===== config.mk =====
export PLATFORM = sky130hd
export DESIGN_NAME = cam_match_iter
export DESIGN_NICKNAME = d
export VERILOG_FILES = /design/src/rtl/cam_match_iter.sv
export SDC_FILE = /design/constraint.sdc
export NUM_CORES = 1
export LEC_CHECK = 0
export BUFFER_PORTS_ARGS = -buffer_cell sky130_fd_sc_hd__buf_2
export CORE_ASPECT_RATIO = 2
export CORE_MARGIN = 1.5
export CORE_UTILIZATION = 34
export DETAILED_ROUTE_END_ITERATION = 12
export SETUP_SLACK_MARGIN = 0.3
export SLEW_MARGIN = 20
export SYNTH_ARGS = -nofsm -noshare
export SYNTH_HDL_FRONTEND = slang
export SYNTH_SLANG_ARGS = --single-unit

===== constraint.sdc =====
create_clock -name clk -period 3.9 [get_ports clk]
set_clock_uncertainty 0.15 [all_clocks]
set_input_delay 0 -clock clk [delete_from_list [all_inputs] [get_ports clk]]
set_output_delay 0 -clock clk [all_outputs]
set_load 0.03 [all_outputs]

===== src/rtl/cam_match_iter.sv =====
// Serialises a multi-hot CAM match line into ascending entry indices.
// One index per beat, with last flag and a latched hit count.
module cam_match_iter #(
    parameter int CAM_DEPTH = 16,
    localparam int CAM_INDEX_WIDTH = $clog2(CAM_DEPTH),
    localparam int CNT_WIDTH = $clog2(CAM_DEPTH + 1)
) (
    input  logic                       clk,
    input  logic                       rst,
    input  logic [CAM_DEPTH-1:0]       ml_i,
    input  logic                       ml_valid,
    output logic                       ml_ready,
    output logic [CAM_INDEX_WIDTH-1:0] idx_o,
    output logic                       idx_hit,
    output logic                       idx_last,
    output logic                       idx_valid,
    input  logic                       idx_ready,
    output logic [CNT_WIDTH-1:0]       hit_cnt_o
);

    typedef enum logic {IDLE, EMIT} state_t;

    localparam logic [CAM_DEPTH-1:0] ONE = CAM_DEPTH'(1);

    state_t                   state_q, state_d;
    logic [CAM_DEPTH-1:0]     pend_q, pend_d;
    logic [CNT_WIDTH-1:0]     cnt_q, cnt_d;
    logic [CAM_INDEX_WIDTH-1:0] low_idx;
    logic [CNT_WIDTH-1:0]     ml_pop;
    logic                     emit;
    logic                     single;
    logic                     accept;
    logic                     xfer;

    always_ff @(posedge clk or posedge rst) begin
        if (rst) begin
            state_q <= IDLE;
            pend_q  <= '0;
            cnt_q   <= '0;
        end else begin
            state_q <= state_d;
            pend_q  <= pend_d;
            cnt_q   <= cnt_d;
        end
    end

    // Descending scan so the lowest set bit wins.
    always_comb begin
        low_idx = '0;
        for (int i = CAM_DEPTH - 1; i >= 0; i--) begin
            if (pend_q[i]) low_idx = CAM_INDEX_WIDTH'(i);
        end
    end

    always_comb begin
        ml_pop = '0;
        for (int i = 0; i < CAM_DEPTH; i++) begin
            ml_pop = ml_pop + CNT_WIDTH'(ml_i[i]);
        end
    end

    assign emit   = (state_q == EMIT);
    assign single = ((pend_q & (pend_q - ONE)) == '0);
    assign xfer   = idx_valid & idx_ready;
    assign accept = ml_valid & ml_ready;

    always_comb begin
        state_d = state_q;
        pend_d  = pend_q;
        cnt_d   = cnt_q;
        if (xfer) pend_d = pend_q & (pend_q - ONE);
        if (accept) begin
            pend_d = ml_i;
            cnt_d  = ml_pop;
        end
        unique case (state_q)
            IDLE: if (accept) state_d = EMIT;
            EMIT: if (xfer && idx_last) state_d = accept ? EMIT : IDLE;
            default: state_d = IDLE;
        endcase
    end

    always_comb begin
        idx_valid = emit;
        idx_o     = emit ? low_idx : '0;
        idx_hit   = emit & (|pend_q);
        idx_last  = emit & single;
        hit_cnt_o = cnt_q;
        // Last-beat transfer frees the slot in the same cycle.
        ml_ready  = (state_q == IDLE) | (emit & idx_ready & single);
    end

endmodule


==> flow_summary.json <==
{
  "status": "complete, no violations",
  "start_kind": "flip-flop",
  "max_freq_ghz": 0.298,
  "gp_routability_congestion": 0.870,
  "critical_path_buf_inv_count": 1,
  "rsz0062_at_grt": "no",
  "clkSinkCount": 22,
  "power_density_nw_per_um2": 860,
  "synth_ff_type": "dfrtp_1",
  "routedWlPerCell_um": 15.1,
  "overflow": 0,
  "num-fill-cells": 513,
  "post-cts-setup-buffer-count": 0,
  "synth_area_um2": 1780,
  "rows": 37,
  "drive_above_1_share": 0.213,
  "period_needed_ns": 3.35,
  "syn-num-nets": 217,
  "async_flop_share": 1.00,
  "insertedDiodeCount": 0,
  "max_stage_delay_ns": 0.71,
  "required_ns": 3.92,
  "cap_violations": 0,
  "nNetsFinal": 267,
  "drt-total-wl_um": 4350,
  "period_share": 0.859,
  "clock_latency_ns": 0.25,
  "synth_warnings": 0,
  "finalSetupTns_ns": 0,
  "tightest_slew_ns": 0.819,
  "grt_usage": 0.171,
  "place_ws_ns": 0.302,
  "ant_nets": 0,
  "drc": 0,
  "cp_slowest_cell": "or4_1",
  "antenna_found_initial": 0,
  "path_cells": "or4_1 > o41ai_1 > o21ai_1 > a2111oi_4 > a41o_2 > buf_4 > mux2i_1",
  "numCtsBuffers": 3,
  "first_pass_iters": 4,
  "synth_top_area_frac": 0.309,
  "max_slew_margin": 0.453,
  "hold_violations": 0,
  "ys_types": 46,
  "grt_pass1_vias": 1519,
  "start_util": 0.349,
  "leakage_nw": 1.10,
  "yosysSeqAreaShare": 0.309,
  "die_w_um": 54.2,
  "via_count": 1507,
  "synth_common_cells": "inv_1, dfrtp_1, mux2i_1, fa_1, nor2_1",
  "hold_class": "in -> reg",
  "die_h_um": 105,
  "syn_avg_cell_area_um2": 9.78,
  "synth-seq-cells": 22,
  "ios": 33,
  "critPathMaxFanout": 16,
  "numPortBuffers": 32,
  "synthMostInstantiatedCell": "inv_1",
  "via_per_inst": 5.23,
  "drv_slew": 0,
  "ir_drop_v": 0.000491,
  "setup-violations-final": 0,
  "fin_hold_ws_ns": 0.00979,
  "grt_pass1_wl_um": 7130,
  "grt_max_degree": 23,
  "synth_top_cells_by_area": "dfrtp_1, fa_1, mux2i_1",
  "fin_cells": 288,
  "place_inst": 266,
  "yosysTopAreaCell": "dfrtp_1",
  "drt_iter0_drc": 25,
  "postSynthCellCount": 182,
  "setup_ws_ns": 0.550,
  "htreeDepth": 1,
  "cp.arrival_ns": 3.37,
  "core_area_um2": 5090,
  "cts-root-buf": "clkbuf_8",
  "clk_path_buf_depth": 2,
  "die_area_um2": 5700,
  "path_delay_family": "compound AO/OA/AOI/OAI gates",
  "dp_hpwl_um": 3440,
  "cts_tree": "yes",
  "synth_enable_flop_cells": 0,
  "end_kind": "flip-flop",
  "syn_to_final_growth_pct": 24.5,
  "critPathKind": "reg -> reg",
  "clk_pin_slew_ns": 0.07
}
layout by cell type (no fill, tap or decap), types with 2 or more instances in the layout:
cell           count
a21o_1             5
o31ai_1            5
nand2_1            7
nor2b_1            4
inv_1             27
dfrtp_1           22
nor4_2             2
dlygate4sd3_1     19
mux2_4             5
nand3_1            4
nor3_1             2
nor2_1            10
buf_2             32
and3_1             5
a211oi_1           2
clkbuf_8           3
o41ai_1            3
or3_1              2
ha_1               5
o21ai_1            3
o311a_1            2
fa_1              10
mux2i_1           12
a21oi_1            6
buf_4              3
o31a_1             2
or4_1              2
a21boi_1           2
o21ai_0            8
sequential cells by signal, indices dropped and copies added (netlist names):
register / cells
idx_valid: 1
hit_cnt_o: 5
pend_q: 16
worst paths after layout:
path | startpoint | to | slack [ns] | depth (start not counted)
setup reg to reg | pend_q[0] | pend_q[7] | 0.55 | 7
setup / recovery | pend_q[0] | pend_q[7] | 0.55 | 7
max in group asynchronous | rst | pend_q[10] | 2.79 | 3
hold reg to reg | hit_cnt_o[3] | hit_cnt_o[3] | 0.36 | 1
min in group asynchronous | rst | hit_cnt_o[2] | 0.30 | 3
hold / removal | idx_ready | idx_valid | 0.01 | 3
tightest hold or removal path, stage by stage:
cell and delay, ns:
buf_2 0.13, nand3_1 0.13, a21o_1 0.12
report_power, final:
group / internal (mW) / switching (mW) / leakage [nW] / total, mW
combinational: 0.553 / 0.784 / 0.797 / 1.34
sequential: 0.315 / 0.121 / 0.284 / 0.437
clock: 0.0686 / 0.0635 / 0.0216 / 0.132
area by class of cell:
| class | instances | area (um2) | share of cell area |
|---|---|---|---|
| Tap cell | 58 | 72.6 | 0.0327 |
| Inverter | 27 | 101 | 0.0457 |
| Multi-Input combinational cell | 124 | 1080 | 0.486 |
| Timing Repair Buffer | 54 | 373 | 0.168 |
| Clock buffer | 3 | 41.3 | 0.0186 |
| Sequential cell | 22 | 551 | 0.248 |
what timing repair did:
| item | in CTS | in global routing |
|---|---|---|
| setup endpoints to repair | 0 | 4 |
| hold buffers | 19 | 0 |
| gates resized for setup | 0 | 1 |
| endpoints found under the hold margin | 39 | 0 |
metal layers:
metal | share of wire | GRT usage | vias to the layer above
met5 | 0 | 0 | -
met4 | 0.061 | 0.107 | 0
li1 | - | - | 733
met2 | 0.57 | 0.302 | 31
met1 | 0.34 | 0.180 | 729
met3 | 0.025 | 0.0127 | 14
metrics by stage:
step            util  power [mW]  cell area, um2
6_report       0.435        1.91            2220
3_3_place_gp   0.388        1.74            1980
3_5_place_dp   0.388        1.75            1980
2_1_floorplan      -        1.43            1780
4_1_cts        0.434        1.91            2210
5_1_grt        0.435        2.06            2220
logic make-up after synthesis:
logic type / after synthesis / share of synthesized area
xor+xnor: 2 / 0.00985
simple gates: 43 / 0.133
fa+ha+maj: 16 / 0.153
buf+inv: 36 / 0.0886
mux: 17 / 0.110
flops: 22 / 0.309
compound gates: 46 / 0.196
(Power assumes the default switching activity.)
